File: src/rtl/vc_input_buffer.sv
// Per-VC input FIFOs with downstream credit tracking and a packet-locking
// round-robin arbiter that forwards one flit per cycle.
module vc_input_buffer #(
  parameter int unsigned flit_size     = 30,
  parameter int unsigned num_of_vcs    = 2,
  parameter int unsigned vcs_size      = 2,
  parameter int unsigned buffer_addr_w = 2,
  parameter int unsigned down_credits  = 4
) (
  input  logic                  clk,
  input  logic                  rst,
  input  logic [flit_size-1:0]  in_port,
  input  logic                  write,
  output logic [num_of_vcs-1:0] out_credit,
  output logic [flit_size-1:0]  out_port,
  output logic                  out_write,
  input  logic [num_of_vcs-1:0] in_credit,
  output logic                  overflow
);

  localparam int unsigned DEPTH    = 1 << buffer_addr_w;
  localparam int unsigned CNT_W    = buffer_addr_w + 1;
  localparam int unsigned DC_W     = $clog2(down_credits + 1);
  localparam int unsigned CRED_W   = (DC_W > CNT_W) ? DC_W : CNT_W;
  localparam int unsigned VC_W     = (num_of_vcs > 1) ? $clog2(num_of_vcs) : 1;
  localparam int unsigned TAIL_BIT = 8;

  typedef enum logic {IDLE, LOCKED} state_t;

  state_t          state, state_nxt;
  logic [VC_W-1:0] lock_vc, lock_vc_nxt;
  logic [VC_W-1:0] rr_ptr;

  logic [flit_size-1:0]     mem    [num_of_vcs][DEPTH];
  logic [buffer_addr_w-1:0] rd_ptr [num_of_vcs];
  logic [buffer_addr_w-1:0] wr_ptr [num_of_vcs];
  logic [CNT_W-1:0]         count  [num_of_vcs];
  logic [CRED_W-1:0]        credit [num_of_vcs];

  logic [num_of_vcs-1:0] elig_c;
  logic [num_of_vcs-1:0] pop_c;
  logic [num_of_vcs-1:0] push_c;
  logic                  grant_c;
  logic [VC_W-1:0]       grant_vc_c;
  logic [flit_size-1:0]  head_flit_c;
  logic [vcs_size-1:0]   wr_vc_c;
  logic                  wr_in_range_c;
  logic                  wr_drop_c;

  // A VC can be served when it has a flit and the downstream has room for it
  always_comb begin
    elig_c = '0;
    for (int unsigned v = 0; v < num_of_vcs; v++)
      elig_c[v] = (count[v] != '0) && (credit[v] != '0);
  end

  // Arbiter state register
  always_ff @(posedge clk) begin
    if (rst) begin
      state   <= IDLE;
      lock_vc <= '0;
    end else begin
      state   <= state_nxt;
      lock_vc <= lock_vc_nxt;
    end
  end

  // Grant selection: locked VC only, else first eligible VC from rr_ptr
  always_comb begin
    grant_c     = 1'b0;
    grant_vc_c  = '0;
    pop_c       = '0;
    if (state == LOCKED) begin
      grant_c    = elig_c[lock_vc];
      grant_vc_c = lock_vc;
    end else begin
      for (int unsigned i = 0; i < num_of_vcs; i++) begin
        if (!grant_c && elig_c[VC_W'((32'(rr_ptr) + i) % num_of_vcs)]) begin
          grant_c    = 1'b1;
          grant_vc_c = VC_W'((32'(rr_ptr) + i) % num_of_vcs);
        end
      end
    end
    head_flit_c = mem[grant_vc_c][rd_ptr[grant_vc_c]];
    if (grant_c)
      pop_c[grant_vc_c] = 1'b1;
  end

  // A sent flit without tail keeps the link on that VC until the tail goes out
  always_comb begin
    state_nxt   = state;
    lock_vc_nxt = lock_vc;
    if (grant_c) begin
      lock_vc_nxt = grant_vc_c;
      state_nxt   = head_flit_c[TAIL_BIT] ? IDLE : LOCKED;
    end
  end

  // A write to a full FIFO is accepted if that FIFO pops in the same cycle
  always_comb begin
    wr_vc_c       = in_port[vcs_size-1:0];
    wr_in_range_c = 32'(wr_vc_c) < num_of_vcs;
    push_c        = '0;
    for (int unsigned v = 0; v < num_of_vcs; v++)
      push_c[v] = write && wr_in_range_c && (32'(wr_vc_c) == v) &&
                  ((count[v] != CNT_W'(DEPTH)) || pop_c[v]);
    wr_drop_c = write && (push_c == '0);
  end

  always_ff @(posedge clk) begin
    for (int unsigned v = 0; v < num_of_vcs; v++)
      if (!rst && push_c[v])
        mem[v][wr_ptr[v]] <= in_port;
  end

  // Pointers, occupancy, credits and registered outputs
  always_ff @(posedge clk) begin
    if (rst) begin
      rr_ptr     <= '0;
      out_port   <= '0;
      out_write  <= 1'b0;
      out_credit <= '0;
      overflow   <= 1'b0;
      for (int unsigned v = 0; v < num_of_vcs; v++) begin
        rd_ptr[v] <= '0;
        wr_ptr[v] <= '0;
        count[v]  <= '0;
        credit[v] <= CRED_W'(down_credits);
      end
    end else begin
      out_write  <= grant_c;
      out_credit <= pop_c;
      if (grant_c) begin
        out_port <= head_flit_c;
        rr_ptr   <= (grant_vc_c == VC_W'(num_of_vcs - 1)) ? '0 : grant_vc_c + VC_W'(1);
      end
      if (wr_drop_c)
        overflow <= 1'b1;
      for (int unsigned v = 0; v < num_of_vcs; v++) begin
        if (push_c[v])
          wr_ptr[v] <= wr_ptr[v] + buffer_addr_w'(1);
        if (pop_c[v])
          rd_ptr[v] <= rd_ptr[v] + buffer_addr_w'(1);
        count[v] <= count[v] + CNT_W'(push_c[v]) - CNT_W'(pop_c[v]);
        if (pop_c[v] && !in_credit[v])
          credit[v] <= credit[v] - CRED_W'(1);
        else if (in_credit[v] && !pop_c[v] && (credit[v] != CRED_W'(down_credits)))
          credit[v] <= credit[v] + CRED_W'(1);
      end
    end
  end

endmodule

File: config.mk
export PLATFORM = sky130hd
export DESIGN_NAME = vc_input_buffer
export DESIGN_NICKNAME = d
export VERILOG_FILES = /design/src/rtl/vc_input_buffer.sv
export SDC_FILE = /design/constraint.sdc
export NUM_CORES = 1
export LEC_CHECK = 0
export CAP_MARGIN = 30
export CORE_MARGIN = 2
export CORE_UTILIZATION = 60
export CTS_CLUSTER_DIAMETER = 100
export CTS_CLUSTER_SIZE = 30
export DETAILED_ROUTE_END_ITERATION = 10
export PLACE_DENSITY = 0.77
export SLEW_MARGIN = 20
export SYNTH_ARGS = -nofsm -noshare
export SYNTH_HDL_FRONTEND = slang
export SYNTH_SLANG_ARGS = --single-unit
File: constraint.sdc
create_clock -name clk -period 8 [get_ports clk]
set_clock_uncertainty 0.15 [all_clocks]
set_input_delay 1.6 -clock clk [delete_from_list [all_inputs] [get_ports clk]]
set_output_delay 1.6 -clock clk [all_outputs]
set_load 0.01 [all_outputs]
After elaboration in Yosys (flattened, before gate mapping)
Memory sizes are Yosys's and may differ from the RTL's.
Cells that the tools add are included.
- add/sub/neg operators: 14
- magnitude comparators: 11
- eq/ne operators: 5
- multiplexer cells: 71
- bitwise gates (word level): 13
- reduce and logical (&&, ||, !) cells: 35
- operator list (operator ; count):
    $mux W120 ; 4
    $demux W30 S2 ; 2
    $mux W30 ; 4
    $reduce_or A120 Y1 ; 1
    $bmux W30 S2 ; 1
    $mux W1 ; 48
    $logic_and A1 B1 Y1 ; 20
    $mux W3 ; 6
    $ne A3 B3 Y1 const B ; 4
    $reduce_bool A3 Y1 ; 4
    $mux W2 ; 5
    $or A1 B1 Y1 ; 10
    $ge A3 B3 Y1 const B ; 3
    $not A2 Y3 ; 3
    $add A2 B1 Y2 const B ; 4
    $lt A1 B2 Y1 const B ; 4
    $add A3 B1 Y3 ; 2
    $add A3 B1 Y3 const B ; 2
    $logic_not A1 Y1 ; 6
    $lt A3 B1 Y1 const B ; 2
    $sub A3 B1 Y3 ; 2
    $sub A3 B1 Y3 const B ; 2
    $logic_not A2 Y1 ; 2
    $add A1 B1 Y1 const B ; 2
    5 further kinds ; 6
- bits in registers: 37
- bits in writable memories: 260
- input port bits: 35
- memories: 5
- memory list (memory ; depth ; bits a word ; read ports ; clocked after memory_dff ; write ports ; line ; source):
    mem ; 2 ; 120 ; 1 ; 0 ; 1 ; 34 ; logic [flit_size-1:0] mem [num_of_vcs][DEPTH];
    count ; 2 ; 3 ; 2 ; 0 ; 2 ; 37 ; logic [CNT_W-1:0] count [num_of_vcs];
    credit ; 2 ; 3 ; 2 ; 0 ; 2 ; 38 ; logic [CRED_W-1:0] credit [num_of_vcs];
    rd_ptr ; 2 ; 2 ; 3 ; 0 ; 2 ; 35 ; logic [buffer_addr_w-1:0] rd_ptr [num_of_vcs];
    wr_ptr ; 2 ; 2 ; 2 ; 0 ; 2 ; 36 ; logic [buffer_addr_w-1:0] wr_ptr [num_of_vcs];

Depth between registers and ports, before layout
Gate-level depths: netlist of the first run.
- word-level depth: 23
- gate-level depth with buffers: 13

Least setup slack after synthesis of the first run
Ideal clock, no wire load.
- path kind: input -> register
- start point: in in_port[1]
- end point: mem mem[0][100] in the netlist's numbering (enable)
- library setup time: 0.390 ns
- arrival: 3.065 ns
- data required time: 7.460 ns
- setup slack: 4.395 ns
- stages on the path: 4
- path buffers: 0
- cell sequence: nand2b_1 a311o_1 inv_1 and3_1
- longest elaborated chain between the ends: 9
- RTL lines (item ; line ; source):
    start: declaration ; 12 ; input logic [flit_size-1:0] in_port,
    $lt A2 B2 Y1 ; 102 ; wr_in_range_c = 32'(wr_vc_c) < num_of_vcs;
    $logic_and A1 B1 Y1 (3 in a row) ; 105 ; push_c[v] = write && wr_in_range_c && (32'(wr_vc_c) == v) &&
    $logic_and A1 B1 Y1 ; 112 ; if (!rst && push_c[v])
    $mux W1 ; 112 ;
    $mux W120 (implied by the code) ; 113 ; mem[v][wr_ptr[v]] <= in_port;
    $reduce_or A120 Y1 (no line) ; n/a ;
    $mux W1 (no line) / $mux W120 (equally long branches) ; n/a ;
    end: declaration ; 34 ;
Several ways; a longest one is shown, not always the timed one.

Worst setup path in the final report of the first run
- start point: in in_port[1]
- end point: mem mem[1][106] in the netlist's numbering (enable)
The elaborated chain is that of the path after synthesis.

==> results.md, run 1 <==
* Die height at 142 um
* Detailed Route Iter0 Violations at 427
* Area fraction of the dominant cell type after synthesis at 66.5%
* Share of cells above drive strength 1 at 13.7%
* Worst slew pin tran at slightly below 800 ps
* Clock latency on the worst-skew pair at about 480 ps
* Period minus WS final at a little over 4000 ps
* Post-synth top cells: edfxtp_1 (254), nand2_1 (66), mux4_2 (60), dfxtp_1 (43), o21ai_0 (31)
* Yosys reg bits at 297
* CP cell instances: clkdlybuf4s50_1, nand2b_1, a311oi_4, and3_1, buf_4
* GR Util All Layers at 22.3%
* Synth Instances at 646
* Die width at 142 um
* Initial core utilization at 61.3%
* Pins over their slew limit at 0
* DRC Markers at 0
* Distinct cells, synth at 42
* Final Setup Violations at 0
* CP Max Fanout at 18
* Cell with the most instances after synthesis: edfxtp_1
* Remaining antenna violation count at 0
* Top FF cell, synth: edfxtp_1
* RD Place Congestion at 0.753
* Vias in the first global route at a little over 6,000
* Register area share after synthesis at 74.0%
* Postcts setup bufs at 0
* Worst slack at placement at 3470 ps
* CTS Hold Bufs at 0
* Num CTS Buffers at 13
* Required @ worst endpoint at 8010 ps
* CP Capture Type: flop
* Diodes inserted at 0
* CP startpoint kind: input port
* Finished Layout Cells at about 950
* Setup Total Neg Slack at 0 ps
* Fin crit share at 50.6%
* Net Count, Synth at 699
* Grt total ovfl at 0
* Die Area at 0.0202 mm^2
* CTS HTree Levels at 1
* Mean Syn Cell Area at 17.8 um^2
* Antenna violations before repair at 0
* Post-detail-place hpwl at roughly 13,000 um
* Outcome: completed
* First-pass GRT wire length at 33,800 um
* Static Leak at 4.23 nW
* Async S/R FF share, synth at 0%
* Area Overhead vs Synth at 11.6%
* Max-Cap Viols at 0
* Hold Crit Class: flop to flop
* Placed Area at 0.0125 mm^2
* Pwr per Cell Area at 310 mW/mm^2
* Final worst slack at 3950 ps
* Detailed Routing Iterations Pass 1 at 5
* Nets at around 770
* Number of I/O pins at 69
* FP Rows at 50
* Drt total wl at approximately 22,000 um
* Dpl cells at roughly 930
* Critical path class: input port to flop
* Total number of vias at 5,951
* Post-Synthesis Cell Area at 0.0115 mm^2
* Core area at 0.0187 mm^2
* Post-synth EDFFs at 254
* CTS tree: yes
* RSZ-0062 raised after global routing: false
* Routed vias/inst at ~6.3
* Crit-path slowest cell: and3_1
* Port Buffer Count at 68
* CTS resizes at 0
* Hold Vio Cnt, Final at 0
* CP max stage delay at between 700 and 800 ps
* Yosys warning count at 0
* Dominant cell type by area after synthesis: edfxtp_1
* CP arrival at 4050 ps
* Final Cell Area at 0.0128 mm^2
* VDD IR max at 0.248 mV
* Slew HR at ~48%
* Max Clk Rate at 247 MHz
* Clock Pin Slew Worst Setup and Hold Paths at 110 ps
* Post-layout power at between 3 and 4 mW
* Largest net degree at the start of global routing at 63
* Clock Path Buffers at 3
* Root Buffer: clkbuf_16
* Routed WL per cell at 22.8 um
* Synth top area cells: edfxtp_1 (66%), mux4_2 (12%), dfxtp_1 (7.5%)
* # clock sinks at around 300
where the power goes:
group	switching [mW]	internal, mW	leakage [nW]	total, mW
logic	0.747	0.596	1.39	1.34
registers	0.0785	1.82	2.66	1.90
clock network	0.423	0.308	0.171	0.731
final timing paths:
check                                  start     endpoint  slack [ps]  cells past startpoint
worst max-delay path              in_port[1]  mem[1][106]        3950                      5
worst max register to register  credit[0][0]  mem[1][106]        4410                      6
worst min register to register      overflow     overflow         340                      1
worst min-delay path                overflow     overflow         340                      1
cell families after synthesis:
logic type               after synthesis  synth area share, %
buffers and inverters                 55                 1.83
AO/OA/AOI/OAI                         76                 4.21
multiplexers                          61                 11.9
flip-flops                           297                 74.0
adder cells (fa/ha/maj)               18                 2.16
XOR/XNOR                               8                0.611
AND/OR/NAND/NOR                      131                 5.34
worst max-delay path, delay by kind of cell:
| kind | cells | cell delay [ps] |
|---|---|---|
| AO/OA/AOI/OAI | 1 | 420 |
| buffers and inverters | 2 | 1010 |
| AND/OR/NAND/NOR | 2 | 1010 |
per-stage QoR:
step           hold WS, ps  utilization, %
2_1_floorplan          320               -
3_3_place_gp           320            66.6
3_5_place_dp           330            66.6
4_1_cts                348            68.5
5_1_grt                365            68.5
6_report               345            68.5
area by class of cell:
type | count | area, um^2
clock inverters | 1 | 5.00
repair buffers | 83 | 793
multi-input cells | 294 | 2800
flip-flops and latches | 297 | 8490
fillers | 1209 | 5900
well taps | 234 | 293
inverters | 23 | 86.3
clock buffers | 19 | 348
layer usage:
metal,global-route usage (%),vias to the layer above,wire (um)
li1,-,2636,-
met4,4.63,0,390
met3,2.89,28,1110
met1,30.4,3086,8860
met2,39.4,201,11400
met5,0,-,0
layout by cell type (no fill, tap or decap), drive strengths merged, types with 3 or more instances in the layout:
cell,count
and3,8
clkbuf,19
inv,23
edfxtp,254
nor3,13
o21ai,33
mux4,60
a21oi,4
xnor2,7
fa,3
buf,15
clkdlybuf4s50,68
nor2,22
nand2,66
dfxtp,43
nor2b,5
or3,6
a31oi,30
ha,15
registers in the layout, indices dropped and copies added, names as in the netlist:
signal / count
overflow: 1
out_port: 30
out_write: 1
wr_ptr: 4
state: 1
rd_ptr: 4
out_credit: 2
credit: 6
rr_ptr: 1
mem: 240
lock_vc: 1
count: 6
Note: power is estimated with default switching activity, not from simulation.
==> run 2, diff against run 1 <==
- CORE_UTILIZATION: 60 -> 59
- PLACE_DENSITY: 0.77 -> 0.76
- clock period: 8 -> 3.9 ns (I/O delays scaled with it)
==> run 2 against run 1 <==
Sequential share of layout area decreased by 0.88 points. Sequential power increased by 110%. Design area increased by 1.3%. Count of clock-buffer cells in the layout increased by 1. First-iteration DRC count increased by 26%. Worst setup slack got worse by 3400 ps. Cell count increased by 4.7%. Power increased by 110%. Hold slack improved by 9.5 ps. Utilization decreased by 1.1 points. Non-clock buffer count increased by 13. Global-route usage increased by 0.52 points. Critical endpoint is now credit[0][2]. Highest routed layer unchanged.
==> results.md, run 2 (synthesis results as in run 1) <==
* Initial core utilization at 59.5% (was 61.3%)
* CP max stage delay at 550 ps (was 720 ps)
* CTS tree: yes (unchanged)
* Post-layout power at 8.27 mW (was 3.97 mW)
* Detailed Route Iter0 Violations at 538 (was 427)
* Commonest non-fill, non-tap cell in the layout: edfxtp_1 (unchanged)
* Pwr per Cell Area at 637 mW/mm^2 (was 310 mW/mm^2)
* Number of I/O pins at 69 (unchanged)
* GR Util All Layers at 22.8% (was 22.3%)
* Hold Crit Class: flop to flop (unchanged)
* Post-detail-place hpwl at 14,200 um (was 12,800 um)
* Pins over their slew limit at 0 (unchanged)
* DRC Markers at 0 (unchanged)
* CTS Hold Bufs at 0 (unchanged)
* Die width at 143 um (was 142 um)
* Root Buffer: clkbuf_16 (unchanged)
* CP arrival at 3410 ps (was 4050 ps)
* CP Capture Type: flop (unchanged)
* Reg area at 0.00849 mm^2 (unchanged)
* Static Leak at 4.31 nW (was 4.23 nW)
* Clock Path Buffers at 3 (unchanged)
* Final Cell Area at 0.0130 mm^2 (was 0.0128 mm^2)
* CP cell instances: inv_1, ha_1, nor2b_1, or4b_1, nand2_1, inv_1, or3_1, fa_1, xnor2_1, xnor2_1, or2_1 (was clkdlybuf4s50_1, nand2b_1, a311oi_4, and3_1, buf_4)
* First-pass GRT wire length at 35,000 um (was 33,800 um)
* Share of cells above drive strength 1 at 15.0% (was 13.7%)
* Crit-path slowest cell: or4b_1 (was and3_1)
* # clock sinks at 297 (unchanged)
* Die height at 143 um (was 142 um)
* CP Max Fanout at 4 (was 18)
* Vias in the first global route at 6,198 (was 6,172)
* Nets at 778 (was 765)
* Hold Vio Cnt, Final at 0 (unchanged)
* Slew HR at 34.5% (was 48.2%)
* Max-Cap Viols at 0 (unchanged)
* Flop-to-flop setup slack at 590 ps (was 4410 ps)
* Drt total wl at 23,100 um (was 21,700 um)
* Postcts setup bufs at 0 (unchanged)
* Max reg flops at 240 (unchanged)
* Finished Layout Cells at 996 (was 951)
* Die Area at 0.0206 mm^2 (was 0.0202 mm^2)
* Routed vias/inst at 6.08 (was 6.26)
* Antenna violations before repair at 0 (unchanged)
* Num CTS Buffers at 13 (unchanged)
* Core area at 0.0193 mm^2 (was 0.0187 mm^2)
* Placed Area at 0.0126 mm^2 (was 0.0125 mm^2)
* Routed WL per cell at 23.2 um (was 22.8 um)
* Worst slew pin tran at 983 ps (was 775 ps)
* Remaining antenna violation count at 0 (unchanged)
* Dpl cells at 974 (was 931)
* CP bufs+invs at 2 (unchanged)
* Commonest cells after routing, fill and taps aside: edfxtp_1 (254), clkdlybuf4s50_1 (68), nand2_1 (66), mux4_2 (60), dfxtp_1 (43) (unchanged)
* Diodes inserted at 0 (unchanged)
* Largest net degree at the start of global routing at 36 (was 63)
* Clock latency on the worst-skew pair at 490 ps (was 480 ps)
* Detailed Routing Iterations Pass 1 at 5 (unchanged)
* CP startpoint kind: flop (was input port)
* CP top delay family: simple AND/OR/NAND/NOR gates (was buffers and inverters)
* Required @ worst endpoint at 4000 ps (was 8010 ps)
* Critical path class: flop to flop (was input port to flop)
* Grt total ovfl at 0 (unchanged)
* Setup Total Neg Slack at 0 ps (unchanged)
* Clock Pin Slew Worst Setup and Hold Paths at 120 ps (was 110 ps)
* Max Clk Rate at between 300 and 400 MHz
* CTS HTree Levels at 1 (unchanged)
* Outcome: completed (unchanged)
* RD Place Congestion at 0.785 (was 0.753)
* RSZ-0062 raised after global routing: false (unchanged)
* Port Buffer Count at 68 (unchanged)
* CTS resizes at 0 (unchanged)
* Final Setup Violations at 0 (unchanged)
* VDD IR max at 0.450 mV (was 0.248 mV)
* FP Rows at 51 (was 50)
* Area Overhead vs Synth at 13.1% (was 11.6%)
* Fin crit share at 84.8%
* Total number of vias at 6,057 (was 5,951)
* Fill cells at 1,278 (was 1,209)
* Area of the multi-input gates at 0.00279 mm^2 (was 0.00280 mm^2)
* Period minus WS final at about 3300 ps
-- run 2: final timing paths --
kind | depth (start not counted) | to | startpoint
worst min-delay path | 1 | overflow | overflow
worst min register to register | 1 | overflow | overflow
worst max register to register | 11 | credit[0][2] | credit[1][0]
worst max-delay path | 11 | credit[0][2] | credit[1][0]
-- run 2: per-stage QoR --
step           hold WS (ps)  setup WS, ps  util [%]
6_report                354           592      67.4
5_1_grt                 385           427      67.4
4_1_cts                 362           597      67.3
3_5_place_dp            346           595      65.4
3_3_place_gp            349           665      65.4
2_1_floorplan           320           777         -
-- run 2: metal layers --
metal	part of all wire, %	track usage [%]	routed length [um]	vias up
li1	-	-	-	2658
met1	42	31.6	9630	3173
met2	51	39.4	11800	198
met3	5.7	3.00	1310	28
met4	1.8	5.26	422	0
met5	0	0	0	-
-- run 2: worst reg2reg max path, cell delays in order (launching register included) --
cell	delay (ps)
edfxtp_1	400
inv_1	80
ha_1	200
nor2b_1	170
or4b_1	550
nand2_1	160
inv_1	80
or3_1	410
fa_1	400
xnor2_1	150
xnor2_1	120
or2_1	200
-- run 2: layout make-up --
class	count	share of cell area, %
sequential	297	65.4
multi-input combinational	294	21.5
timing repair buffer	96	7.11
clock buffer	20	2.71
tap	265	2.55
inverter	23	0.665
clock inverter	1	0.0386
-- run 2: power by group --
group	switching, mW	internal [mW]
clock network	0.890	0.636
logic	1.53	1.26
registers	0.221	3.73
==> run 3, diff against run 2 <==
- CORE_UTILIZATION: 59 -> 53
- PLACE_DENSITY: 0.76 -> 0.72
- clock period: 3.9 -> 2.8 ns (I/O delays scaled with it)
==> run 3 against run 2 <==
The flow now finishes with violations (setup timing). Fmax increased by 7.6%. Via count increased by 0.68%. Clock power increased by 38%. Routed wire length decreased by 2.2%. Design area increased by 5.2%. Power increased by 46%. Non-clock buffer count increased by 42. Sequential share of layout area decreased by 3.2 points.
==> results.md, run 3 (synthesis results as in run 1) <==
* RD Place Congestion at 0.828 (was 0.785)
* Post-detail-place hpwl at 14,800 um (was 14,200 um)
* Die height at 151 um (was 143 um)
* CP Max Fanout at 3 (was 4)
* Share of cells above drive strength 1 at 23.3% (was 15.0%)
* CTS tree: yes (unchanged)
* Commonest non-fill, non-tap cell in the layout: edfxtp_1 (unchanged)
* Area Overhead vs Synth at 19.0% (was 13.1%)
* RR Endpoint: credit[0][2] (unchanged)
* Core area at 0.0212 mm^2 (was 0.0193 mm^2)
* Die width at 151 um (was 143 um)
* Die Area at 0.0228 mm^2 (was 0.0206 mm^2)
* Root Buffer: clkbuf_16 (unchanged)
* RSZ-0062 raised after global routing: true (was false)
* Required @ worst endpoint at 2890 ps (was 4000 ps)
* Max-Cap Viols at 0 (unchanged)
* CTS HTree Levels at 1 (unchanged)
* Reg area at 0.00849 mm^2 (unchanged)
* Clock Path Buffers at 3 (unchanged)
* Initial core utilization at 54.2% (was 59.5%)
* CP startpoint kind: flop (unchanged)
* GR Layer Usage met2 at 34.5% (was 39.4%)
* Antenna violations before repair at 1 (was 0)
* Hold Crit Class: flop to flop (unchanged)
* Flop-to-flop setup slack at -270 ps (was 590 ps)
* Routed WL per cell at 21.6 um (was 23.2 um)
* Post-layout power at 12.1 mW (was 8.27 mW)
* Worst r2r src: credit[1][1] (was credit[1][0])
* CP arrival at 3160 ps (was 3410 ps)
* Worst R2R Path Depth at 11 (unchanged)
* Port Buffer Count at 68 (unchanged)
* First-pass GRT wire length at 34,900 um (was 35,000 um)
* # clock sinks at 297 (unchanged)
* Pins over their slew limit at 0 (unchanged)
* Final worst slack at -274 ps (was 592 ps)
* CP Capture Type: flop (unchanged)
* Max Clk Rate at 325 MHz (was 302 MHz)
* Largest net degree at the start of global routing at 63 (was 36)
* Outcome: finished, violations left (was completed)
* Detailed Routing Iterations Pass 1 at 5 (unchanged)
* CTS Hold Bufs at 0 (unchanged)
* Diodes inserted at 0 (unchanged)
* Number of I/O pins at 69 (unchanged)
* VDD IR max at 0.661 mV (was 0.450 mV)
* Slew HR at 57.7% (was 34.5%)
* FP Rows at 53 (was 51)
* Pwr per Cell Area at 885 mW/mm^2 (was 637 mW/mm^2)
* Setup Total Neg Slack at -2470 ps (was 0 ps)
* Final Setup Violations at 116 (was 0)
* Met1 global-route usage at 28.6% (was 31.6%)
* Period minus WS final at 3070 ps (was 3310 ps)
* Area of the multi-input gates at 0.00293 mm^2 (was 0.00279 mm^2)
* Routed vias/inst at 5.82 (was 6.08)
* Detailed Route Iter0 Violations at 471 (was 538)
* Fin crit share at 110% (was 84.8%)
* Remaining antenna violation count at 0 (unchanged)
* Clock Pin Slew Worst Setup and Hold Paths at 110 ps (was 120 ps)
* Static Leak at 4.57 nW (was 4.31 nW)
* Clock latency on the worst-skew pair at 480 ps (was 490 ps)
* Worst setup endpoint: credit[0][2] (unchanged)
* Violated checks: setup timing
* Most crowded layer after global routing: met2 (unchanged)
* Fill cells at 1,464 (was 1,278)
* Met3 usage at 2.71% (was 3.00%)
* Num CTS Buffers at 13 (unchanged)
* Hold Vio Cnt, Final at 0 (unchanged)
* DRC Markers at 0 (unchanged)
* Grt total ovfl at 0 (unchanged)
* Worst slew pin tran at 634 ps (was 983 ps)
* GR Util All Layers at 20.4% (was 22.8%)
* Max reg flops at 240 (unchanged)
* Commonest cells after routing, fill and taps aside: edfxtp_1 (254), clkdlybuf4s50_1 (68), nand2_1 (65), mux4_2 (60), buf_4 (48) (was edfxtp_1 (254), clkdlybuf4s50_1 (68), nand2_1 (66), mux4_2 (60), dfxtp_1 (43))
* Nets at 820 (was 778)
* CP startpoint: credit[1][1] (was credit[1][0])
* Total number of vias at 6,098 (was 6,057)
* Drt total wl at 22,600 um (was 23,100 um)
* Vias in the first global route at 6,350 (was 6,198)
* Critical path class: flop to flop (unchanged)
==> run 3: cell count changes in the layout (fill, tap and decap cells not counted), sizes merged <==
cell    delta
buf       +40
clkbuf     +1
==> run 3: repair_timing <==
item | 4_1_cts | 5_1_grt
setup endpoints to repair | 4 | 197
pin swaps | 9 | 10
cloned | 0 | 2
gates resized for setup | 9 | 9
buffers inserted | 2 | 6
==> run 3: cell type report <==
| cell class | instances | area share (%) |
|---|---|---|
| flip-flops and latches | 297 | 62.2 |
| multi-input cells | 294 | 21.4 |
| repair buffers | 138 | 10.7 |
| clock buffers | 19 | 2.55 |
| well taps | 275 | 2.52 |
| inverters | 23 | 0.632 |
| clock inverters | 1 | 0.0367 |
==> run 3: worst min path at each step <==
stage | start | endpoint | slack (ps) | depth (start not counted)
detailed placement | overflow | overflow | 310 | 1
finish | overflow | overflow | 330 | 1
global route | overflow | overflow | 360 | 1
floorplan | rr_ptr | rr_ptr | 320 | 2
CTS | overflow | overflow | 330 | 1
global placement | overflow | overflow | 310 | 1
==> run 3: critical path, stage by stage, from the launching register on <==
cell and delay, ps:
edfxtp_1 370, inv_1 90, ha_4 170, nor2b_4 130, or4b_4 550, nand2_4 80, inv_2 40, or3_4 370
fa_2 380, xnor2_2 150, xnor2_1 120, or2_1 210
==> run 3: power breakdown <==
part	internal, mW	leakage [nW]	switching (mW)
clock	0.881	0.171	1.23
combinational	2.20	1.73	2.27
sequential	5.20	2.66	0.301
==> run 3: metal layers <==
layer | wire length, um | up-vias
li1 | - | 2747
met1 | 9610 | 3131
met2 | 11300 | 176
met3 | 1180 | 42
met4 | 495 | 2
met5 | 13 | -
==> run 3: through the flow <==
step / setup slack, ps / util, % / cells / hold slack [ps] / cell area (um^2)
6_report: -274 / 64.5 / 1047 / 327 / 13700
5_1_grt: -334 / 64.5 / 1047 / 356 / 13700
4_1_cts: -262 / 64.0 / 1040 / 329 / 13500
3_5_place_dp: -258 / 62.0 / 1018 / 305 / 13100
3_3_place_gp: -103 / 62.0 / 1018 / 311 / 13100
2_1_floorplan: -135 / - / 646 / 321 / 11500
